### src/rtl/alu_pkg.sv
// Shared ALU definitions for the execute-stage ALU and its arbiter.
//   OP_W          : width of the one-hot ALU op vector
//   OP_ADD..OP_SRA: bit index of each operation inside the op vector
//   op_is_onehot  : true when exactly one op bit is set
package alu_pkg;

  localparam int OP_W    = 10;
  localparam int OP_ADD  = 0;
  localparam int OP_SUB  = 1;
  localparam int OP_SLT  = 2;
  localparam int OP_SLTU = 3;
  localparam int OP_AND  = 4;
  localparam int OP_OR   = 5;
  localparam int OP_XOR  = 6;
  localparam int OP_SLL  = 7;
  localparam int OP_SRL  = 8;
  localparam int OP_SRA  = 9;

  // x & (x-1) clears the lowest set bit; zero afterwards means at most one bit was set.
  function automatic logic op_is_onehot(input logic [OP_W-1:0] op);
    logic [OP_W-1:0] low_cleared;
    low_cleared = op & (op - {{(OP_W-1){1'b0}}, 1'b1});
    return (op != '0) && (low_cleared == '0);
  endfunction

endpackage

### src/rtl/alu_core.sv
// Combinational 32-bit integer ALU.
//   i_op  : one-hot op select (add,sub,slt,sltu,and,or,xor,sll,srl,sra)
//   i_a   : first operand
//   i_b   : second operand; shifts use i_b[4:0]
//   o_res : OR of the results of every selected op (0 when no op is selected)
//   o_err : op vector was not one-hot
module alu_core
  import alu_pkg::*;
(
  input  logic [OP_W-1:0] i_op,
  input  logic [31:0]     i_a,
  input  logic [31:0]     i_b,
  output logic [31:0]     o_res,
  output logic            o_err
);

  logic [31:0] w_each   [OP_W];
  logic [31:0] w_masked [OP_W];
  logic [4:0]  w_shamt;

  assign w_shamt = i_b[4:0];

  assign w_each[OP_ADD]  = i_a + i_b;
  assign w_each[OP_SUB]  = i_a - i_b;
  assign w_each[OP_SLT]  = {31'd0, ($signed(i_a) < $signed(i_b))};
  assign w_each[OP_SLTU] = {31'd0, (i_a < i_b)};
  assign w_each[OP_AND]  = i_a & i_b;
  assign w_each[OP_OR]   = i_a | i_b;
  assign w_each[OP_XOR]  = i_a ^ i_b;
  assign w_each[OP_SLL]  = i_a << w_shamt;
  assign w_each[OP_SRL]  = i_a >> w_shamt;
  assign w_each[OP_SRA]  = $signed(i_a) >>> w_shamt;

  // Malformed (multi-hot) ops still produce a defined value: the OR of all selected results.
  genvar gi;
  generate
    for (gi = 0; gi < OP_W; gi++) begin : g_mask
      assign w_masked[gi] = i_op[gi] ? w_each[gi] : 32'd0;
    end
  endgenerate

  always_comb begin
    o_res = 32'd0;
    for (int i = 0; i < OP_W; i++) begin
      o_res = o_res | w_masked[i];
    end
  end

  assign o_err = ~op_is_onehot(i_op);

endmodule

### src/rtl/rr_arb2.sv
// Two-way round-robin grant with an optional fixed-priority bypass.
//   clk, rst   : clock and synchronous active-high reset
//   i_valid    : per-port request valid
//   i_can_acc  : downstream slot can take an op this cycle
//   o_grant    : index of the port selected this cycle
//   o_ready    : one-hot accept strobe (zero when nothing is accepted)
module rr_arb2 #(
  parameter bit FIXED_PRIO = 1'b0
) (
  input  logic       clk,
  input  logic       rst,
  input  logic [1:0] i_valid,
  input  logic       i_can_acc,
  output logic       o_grant,
  output logic [1:0] o_ready
);

  logic r_last_grant;
  logic w_grant;
  logic w_accept;

  always_comb begin
    if (FIXED_PRIO) begin
      w_grant = ~i_valid[0];
    end else if (&i_valid) begin
      w_grant = ~r_last_grant;
    end else begin
      w_grant = i_valid[1];
    end
  end

  assign w_accept = i_can_acc & i_valid[w_grant] & ~rst;
  assign o_ready  = w_accept ? (w_grant ? 2'b10 : 2'b01) : 2'b00;
  assign o_grant  = w_grant;

  // Resetting to 1 makes port 0 the winner of the first contended cycle.
  always_ff @(posedge clk) begin
    if (rst) begin
      r_last_grant <= 1'b1;
    end else if (w_accept) begin
      r_last_grant <= w_grant;
    end
  end

endmodule

### src/rtl/alu_arbiter.sv
// Shares one ALU between two requesters (port 0: EXU, port 1: AGU/CSR helper).
// Ops are accepted under round-robin arbitration and their result lands in a
// one-entry slot the following cycle; the slot holds until its owner consumes it.
//   clk, rst  : clock and synchronous active-high reset
//   req_valid / req_ready          : per-port request handshake
//   req_op/req_src1/req_src2/req_tag : {port1, port0} packed operands
//   rsp_valid / rsp_ready          : per-port response handshake
//   rsp_res, rsp_tag, rsp_err      : slot contents
module alu_arbiter
  import alu_pkg::*;
#(
  parameter int TAG_W      = 4,
  parameter bit FIXED_PRIO = 1'b0
) (
  input  logic                 clk,
  input  logic                 rst,
  input  logic [1:0]           req_valid,
  output logic [1:0]           req_ready,
  input  logic [2*OP_W-1:0]    req_op,
  input  logic [63:0]          req_src1,
  input  logic [63:0]          req_src2,
  input  logic [2*TAG_W-1:0]   req_tag,
  output logic [1:0]           rsp_valid,
  input  logic [1:0]           rsp_ready,
  output logic [31:0]          rsp_res,
  output logic [TAG_W-1:0]     rsp_tag,
  output logic                 rsp_err
);

  logic             r_slot_full;
  logic             r_slot_owner;
  logic [31:0]      r_slot_res;
  logic [TAG_W-1:0] r_slot_tag;
  logic             r_slot_err;

  logic             w_drain;
  logic             w_can_acc;
  logic             w_accept;
  logic             w_grant;
  logic [OP_W-1:0]  w_op;
  logic [31:0]      w_src1;
  logic [31:0]      w_src2;
  logic [TAG_W-1:0] w_tag;
  logic [31:0]      w_alu_res;
  logic             w_alu_err;

  // Draining and accepting in the same cycle keeps one op per cycle under full load.
  assign w_drain   = r_slot_full & rsp_ready[r_slot_owner];
  assign w_can_acc = ~r_slot_full | w_drain;

  rr_arb2 #(
    .FIXED_PRIO (FIXED_PRIO)
  ) u_arb (
    .clk       (clk),
    .rst       (rst),
    .i_valid   (req_valid),
    .i_can_acc (w_can_acc),
    .o_grant   (w_grant),
    .o_ready   (req_ready)
  );

  assign w_accept = |req_ready;

  assign w_op   = w_grant ? req_op[2*OP_W-1:OP_W]    : req_op[OP_W-1:0];
  assign w_src1 = w_grant ? req_src1[63:32]          : req_src1[31:0];
  assign w_src2 = w_grant ? req_src2[63:32]          : req_src2[31:0];
  assign w_tag  = w_grant ? req_tag[2*TAG_W-1:TAG_W] : req_tag[TAG_W-1:0];

  alu_core u_alu (
    .i_op  (w_op),
    .i_a   (w_src1),
    .i_b   (w_src2),
    .o_res (w_alu_res),
    .o_err (w_alu_err)
  );

  always_ff @(posedge clk) begin
    if (rst) begin
      r_slot_full  <= 1'b0;
      r_slot_owner <= 1'b0;
      r_slot_res   <= 32'd0;
      r_slot_tag   <= '0;
      r_slot_err   <= 1'b0;
    end else if (w_accept) begin
      r_slot_full  <= 1'b1;
      r_slot_owner <= w_grant;
      r_slot_res   <= w_alu_res;
      r_slot_tag   <= w_tag;
      r_slot_err   <= w_alu_err;
    end else if (w_drain) begin
      r_slot_full  <= 1'b0;
    end
  end

  // Masked during reset so no stale result is offered before the slot clears.
  assign rsp_valid = (r_slot_full & ~rst) ? {r_slot_owner, ~r_slot_owner} : 2'b00;
  assign rsp_res   = r_slot_res;
  assign rsp_tag   = r_slot_tag;
  assign rsp_err   = r_slot_err;

endmodule

### config.mk
export PLATFORM = sky130hd
export DESIGN_NAME = alu_arbiter
export DESIGN_NICKNAME = d
export VERILOG_FILES = /design/src/rtl/alu_pkg.sv /design/src/rtl/alu_core.sv /design/src/rtl/rr_arb2.sv /design/src/rtl/alu_arbiter.sv
export SDC_FILE = /design/constraint.sdc
export NUM_CORES = 1
export LEC_CHECK = 0
export BUFFER_PORTS_ARGS = -buffer_cell sky130_fd_sc_hd__buf_2
export CORE_MARGIN = 4
export CORE_UTILIZATION = 33
export CTS_CLUSTER_DIAMETER = 150
export CTS_CLUSTER_SIZE = 14
export DETAILED_ROUTE_END_ITERATION = 10
export GPL_TIMING_DRIVEN = 0
export MAX_ROUTING_LAYER = met4
export SYNTH_ARGS = -nofsm -noshare
export SYNTH_HDL_FRONTEND = slang
export SYNTH_SLANG_ARGS = --single-unit
### constraint.sdc
create_clock -name clk -period 8.27 [get_ports clk]
set_clock_uncertainty 0.15 [all_clocks]
set_input_delay 1.2405 -clock clk [delete_from_list [all_inputs] [get_ports clk]]
set_output_delay 1.2405 -clock clk [all_outputs]
set_load 0.02 [all_outputs]
* Word-level counts from Yosys, hierarchy flattened
Index checks and enable logic that the tools add are counted.
W data, S select, Z words.
** Cells by class
- $lt $le $gt $ge :: 4
- Shifts and indexed selects :: 3
- Equal/unequal tests :: 0
- Div/mod/pow operators :: 0
- Multiply operators :: 0
- Add/subtract/negate cells :: 3
- Reductions and logical operators :: 6
- Multiplexer cells :: 24
- Bitwise operators :: 23
** Operators with widths (count)
- $mux W32 :: 10
- $or A32 B32 Y32 :: 10
- $lt A32 B32 Y1 :: 2
- $add A32 B32 Y32 :: 1
- $and A32 B32 Y32 :: 1
- $shl A32 B5 Y32 :: 1
- $shr A32 B5 Y32 :: 1
- $sshr A32 B5 Y32 :: 1
- $sub A32 B32 Y32 :: 1
- $xor A32 B32 Y32 :: 1
- $and A10 B10 Y10 :: 1
- $logic_not A10 Y1 :: 1
- $mux W10 :: 1
- $reduce_bool A10 Y1 :: 1
- $sub A10 B1 Y10 const B :: 1
- $mux W1 :: 9
- $mux W2 :: 3
- $not A1 Y1 :: 5
- $and A1 B1 Y1 :: 4
- $lt A1 B2 Y1 const B :: 2
- $mux W4 :: 1
- $reduce_and A2 Y1 :: 1
- $reduce_bool A2 Y1 :: 1
- $reduce_or A2 Y1 :: 1
- 2 further kinds :: 2
** Word-level totals
- Bits in read-only memories :: 0
- Input bits :: 162
- Memories kept :: 0
- Latch bits :: 0
- Memory bits (writable) :: 0
- Register bits after elaboration :: 40

* Longest topological paths before layout
- Depth after elaboration :: 14
- Depth in mapped cells :: 21

* Modules after synthesis
From an unflattened synthesis, not the netlist that was laid out.
** Second synthesis, totals
- Cell total of the unflattened synthesis :: 1518
- Area, all modules :: 11372.2 µm²
** By module, submodules not included
- alu_core :: sequential area each 0.0 µm², cells an instance 1246, times used 1, area an instance 8719.6 µm²
- alu_arbiter :: sequential area each 780.7 µm², cells an instance 264, times used 1, area an instance 2580.0 µm²
- rr_arb2 :: sequential area each 20.0 µm², cells an instance 8, times used 1, area an instance 72.6 µm²

* Worst setup path before layout
No wires, ideal clock.
- Kind :: input -> register
- Start point :: input port req_valid[1]
- End point :: register r_slot_res[26], in the netlist rsp_res[26]
- Slack :: 2.825 ns
- Data required time :: 7.988 ns
- Cell stages on the path :: 20
- Setup time :: 0.132 ns
- Data arrival time :: 5.164 ns
- Cell sequence :: a21bo_2 buf_6 buf_2 buf_2 buf_2 clkbuf_1 clkbuf_1 nand2_1 and2_1 ha_1 clkbuf_1 inv_1 nand3_1 or4_1 o2111ai_2 nand2_2 o31ai_4 xnor2_1 a2111oi_0 nor3_1
** On the way
- Cells in the longest elaborated chain, start to end :: 14
** RTL lines
- start: declaration :: RTL line alu_arbiter.sv:17 : input logic [1:0] req_valid,
- $reduce_and A2 Y1 :: RTL line rr_arb2.sv:25 : end else if (&i_valid) begin
- $mux W1 :: RTL line rr_arb2.sv:25
- $mux W32, on equally long branches :: RTL line alu_arbiter.sv:65, alu_arbiter.sv:66
- $add A32 B32 Y32 or $sub A32 B32 Y32 (tied branches) :: RTL line alu_core.sv:23, alu_core.sv:24
- $mux W32 :: RTL line alu_core.sv:38 : assign w_masked[gi] = i_op[gi] ? w_each[gi] : 32'd0;
- $or A32 B32 Y32 (9 in a row) :: RTL line alu_core.sv:45 : o_res = o_res | w_masked[i];
- end signal: assignment :: RTL line alu_arbiter.sv:87 : r_slot_res <= w_alu_res;
- end: declaration :: RTL line alu_arbiter.sv:32 : logic [31:0] r_slot_res;
Several ways; a longest one is shown, not always the timed one. The select of a mux whose other input is x is not followed.
A chain may end at the register's enable or synchronous reset.

* Worst setup path in the final report
- Start point :: input port req_valid[1]
- End point :: register r_slot_res[17], in the netlist rsp_res[17]
Same word-level chain as after synthesis.

==> run summary <==
=======================================================================================
Overall fraction of global-route tracks in use                                    37.5%
Required arrival time at the worst endpoint                                     8.28 ns
Number of failing hold endpoints at the final stage                                   0
Worst Min Path Start                                                       rsp_res[17]$_SDFFE_PP0P_
Clock network fraction of total power                                             10.1%
Category of the worst setup path capture point                                flip-flop
Rows                                                                                 71
Share of layout cells above drive strength 1                                      15.4%
Count of cell types in the netlist                                                   89
Clock tree from TritonCTS                                                         built
Detailed-route vias per instance                                                   6.42
FF-to-FF Start                                                             u_arb.r_last_grant$_SDFFE_PP1P_
Io pins                                                                             203
Result of the run                                                          finished, final reports clean
Highest metal layer with signal wires                                              met4
Final std cell area, no fill                                                 14,500 um2
Cell type group with the largest total delay on the critical path          buffers and inverters
Most common cell after layout, fill and taps aside                         sky130_fd_sc_hd__nand2_1
Number of clock sinks seen by CTS                                                    40
Count of input and output buffers                                                   198
Overall die area                                                             41,700 um2
Mean instance size in the synthesized netlist                                  6.52 um2
Main synth FF type                                                         sky130_fd_sc_hd__dfxtp_1
Share of flip-flops with an asynchronous set or reset                                0%
Met1 wire length                                                                34.0 mm
Leakage power total                                                             6.51 nW
Cell total after placement                                                        2,657
Capture point of the worst reg-to-reg path                                 rsp_res[17]$_SDFFE_PP0P_
Initial cell density of the core                                                  33.6%
Number of antenna violations at the first check in global routing                     2
Switching fraction of total power                                                 60.3%
Pre-CTS WS                                                                   0.00188 ns
Max Fclk                                                                      0.123 GHz
Post-Place Cell Area                                                         14,300 um2
Pin count of the biggest net entering global routing                                 14
Latest clock arrival within the worst-skew pair                                 0.31 ns
Synth Instances                                                                   1,948
Number of synthesized flops with an enable pin                                        0
Synthesis-stage register bit count                                                   40
Number of warning messages in the yosys log                                           0
Crit start category                                                           input pin
Overall overflow remaining after global route                                         0
Proportion of synthesized chip area in sequential cells                           6.31%
Register clock-pin slew on the reported worst setup and hold paths              0.07 ns
Detailed Place HPWL                                                             65.8 mm
Total Nets Final                                                                  2,411
Total buffers and inverters traversed by the critical path                            8
Slew margin rel.                                                                  16.2%
Power Dens Cells                                                             146 nW/um2
CTS H-Tree Depth                                                                      2
Share of the clock period used by the worst path                                  98.7%
Hold crit path type                                                             reg2reg
Critical path data arrival time                                                 8.17 ns
Final sum of negative setup slack                                                  0 ns
Routed met2 length                                                              34.3 mm
Worst slew pin tran                                                             1.24 ns
Post-detailed-routing wire length                                               80.6 mm
Cell internal pwr                                                                838 uW
Worst min-delay path endpoint                                              rsp_res[17]$_SDFFE_PP0P_
Number of slew-limit violations in the final report                                   0
RSZ-0062 raised after global routing                                                 no
Startpoint-to-endpoint class of the critical path                                in2reg
Net count after synthesis                                                         2,206
Switching power                                                                 1.27 mW
Hold buffers post-CTS                                                                 0
Met3 wirelength from detailed routing                                           8.31 mm
Min cycle time layout                                                           8.16 ns
Commonest cells after routing, fill and taps aside                         sky130_fd_sc_hd__nand2_1 (312), sky130_fd_sc_hd__buf_2 (236), sky130_fd_sc_hd__nor2_1 (182)
Share of power burned in registers                                                11.2%
Max VDD drop                                                                  0.0854 mV
Buffers from clock root to sink, at most                                              2
Delay of the slowest critical-path stage                                        1.04 ns
RD Place Congestion                                                                1.06
Via count of the first global-routing pass                                       16,012
Core Footprint                                                               37,800 um2
Post-Syn Area                                                                12,700 um2
Post-layout util                                                                  38.2%
Chip width                                                                       204 um
Root Buffer                                                                sky130_fd_sc_hd__clkbuf_16
Number of antenna-violating nets in the routed design                                 0
Number of violations of the max-capacitance limit                                     0
Height of the chip                                                               204 um
Routed length per instance                                                      30.2 um
Area Overhead vs Synth                                                            14.0%
Critical path, cell by cell                                                buf_2 -> a21bo_2 -> buf_6 -> buf_2 -> buf_2 -> buf_2 -> clkbuf_1 -> clkbuf_1 -> nand2_1 -> nand2_1 -> ha_1 -> clkbuf_1 -> o211ai_1 -> nand2_1 -> nand4_1 -> nand2b_1 -> o211ai_1 -> a31oi_1 -> o311ai_1 -> a221o_1 -> a2111oi_1 -> nor3_1
CP dominant cell by count                                                  sky130_fd_sc_hd__buf_2
DR DRC count                                                                          0
Count of final setup violators                                                        0
Inserted Clock Buffers                                                                5
Setup slack after layout                                                       0.108 ns
Number of violations reported at the end of detailed-routing iteration 0          2,519
Total number of vias                                                             17,097
R2R depth                                                                            21
Worst-case register-to-register setup slack                                     0.83 ns
Diodes inserted                                                                       0
Number of instances on the worst hold path                                            2
Fill cell instance count of the final layout                                      4,229
Portion of total power attributed to combinational logic                          78.7%
Number of optimization iterations in the first detailed-route pass                    7
Wire length of the first global-routing pass                                     113 mm
Post-route insts no fill                                                          2,665
Crit Path Max Fanout                                                                 10
Critical-path top delay cell                                               sky130_fd_sc_hd__a2111oi_1
=======================================================================================
synthesized netlist by cell type, drive strengths merged (19+ instances only):
library cell    n  share of area (%)
a211oi         61                3.6
a21o           23                1.4
a21oi         160                6.3
a31oi          27                1.3
and2           36                1.8
buf            61                2.5
clkbuf         87                2.6
dfxtp          40                6.3
ha             96                9.5
inv            98                2.9
mux2           53                4.8
mux2i         157                 13
nand2         313                9.3
nand2b         24                1.2
nand3          25               0.99
nor2          182                5.4
nor3           56                2.2
o211ai         23                1.4
o21ai         135                5.3
o21bai         19                1.1
o22ai          23                1.1
layer usage:
layer | global-route usage, % | up-vias
li1 | - | 7517
met1 | 50.1 | 8261
met2 | 56.1 | 1126
met3 | 7.12 | 193
met4 | 14.7 | 0
met5 | - | -
power groups by stage:
stage,registers (mW),clock network [mW],logic [mW]
final,0.237,0.213,1.66
after global routing,0.238,0.217,1.73
after floorplan,0.263,0,0.958
after detailed placement,0.240,0,1.58
after global placement,0.239,0,1.58
after CTS,0.236,0.212,1.59
registers in the layout, indices dropped and copies added, names as in the netlist:
| name | count |
|---|---|
| rsp_err | 1 |
| r_slot_full | 1 |
| r_slot_owner | 1 |
| rsp_tag | 4 |
| rsp_res | 32 |
| u_arb.r_last_grant | 1 |
repair_timing:
| item | 4_1_cts | 5_1_grt |
|---|---|---|
| endpoints found under the setup margin | 0 | 1 |
| buffers inserted | 0 | 0 |
| resized for setup | 0 | 1 |
worst max path at each step:
stage	start	depth (start not counted)	slack, ns	to
floorplan	req_valid[1]	20	2.82	rsp_res[26]$_SDFFE_PP0P_
global placement	req_valid[1]	22	0.09	rsp_res[17]$_SDFFE_PP0P_
detailed placement	req_valid[1]	22	0.002	rsp_res[17]$_SDFFE_PP0P_
CTS	req_valid[1]	22	0.32	rsp_res[17]$_SDFFE_PP0P_
global route	req_valid[1]	21	0.03	rsp_res[26]$_SDFFE_PP0P_
finish	req_valid[1]	22	0.11	rsp_res[17]$_SDFFE_PP0P_
per-stage QoR:
step | hold WS [ns] | total power, mW
floorplan | 0.313 | 1.22
global placement | 0.329 | 1.82
detailed placement | 0.330 | 1.82
CTS | 0.343 | 2.04
global route | 0.376 | 2.19
finish | 0.340 | 2.11
cells by family (layout without fill, tap and decap cells):
logic type / count (synthesis) / in the layout / share of synthesized area [%]
AO/OA/AOI/OAI: 625 / 625 / 32.7
XOR/XNOR: 12 / 12 / 0.828
adder cells (fa/ha/maj): 99 / 99 / 9.70
buffers and inverters: 247 / 453 / 8.03
flip-flops: 40 / 40 / 6.31
multiplexers: 211 / 211 / 17.6
AND/OR/NAND/NOR: 714 / 714 / 24.9
worst register-to-register path: stages, from the launching register on:
cell                        delay [ns]
sky130_fd_sc_hd__dfxtp_1          0.37
sky130_fd_sc_hd__a21bo_2          0.15
sky130_fd_sc_hd__buf_6            0.18
sky130_fd_sc_hd__buf_2            0.34
sky130_fd_sc_hd__buf_2            0.39
sky130_fd_sc_hd__buf_2            0.36
sky130_fd_sc_hd__clkbuf_1         0.80
sky130_fd_sc_hd__clkbuf_1         0.89
sky130_fd_sc_hd__nand2_1          0.13
sky130_fd_sc_hd__nand2_1          0.18
sky130_fd_sc_hd__ha_1             0.24
sky130_fd_sc_hd__clkbuf_1         0.21
sky130_fd_sc_hd__o211ai_1         0.22
sky130_fd_sc_hd__nand2_1          0.11
sky130_fd_sc_hd__nand4_1          0.12
sky130_fd_sc_hd__nand2b_1         0.11
sky130_fd_sc_hd__o211ai_1         0.17
sky130_fd_sc_hd__a31oi_1          0.42
sky130_fd_sc_hd__o311ai_1         0.21
sky130_fd_sc_hd__a221o_1          0.39
sky130_fd_sc_hd__a2111oi_1        1.04
sky130_fd_sc_hd__nor3_1           0.09
layout make-up:
type	count	area, um2	share of cell area (%)
well taps	511	639	4.42
plain buffers	148	648	4.48
flip-flops and latches	40	801	5.53
clock buffers	6	129	0.890
clock inverters	2	16.3	0.112
multi-input cells	1661	10900	75.2
repair buffers	198	991	6.85
inverters	99	372	2.57
No activity file was read; power rests on OpenSTA's default activity.
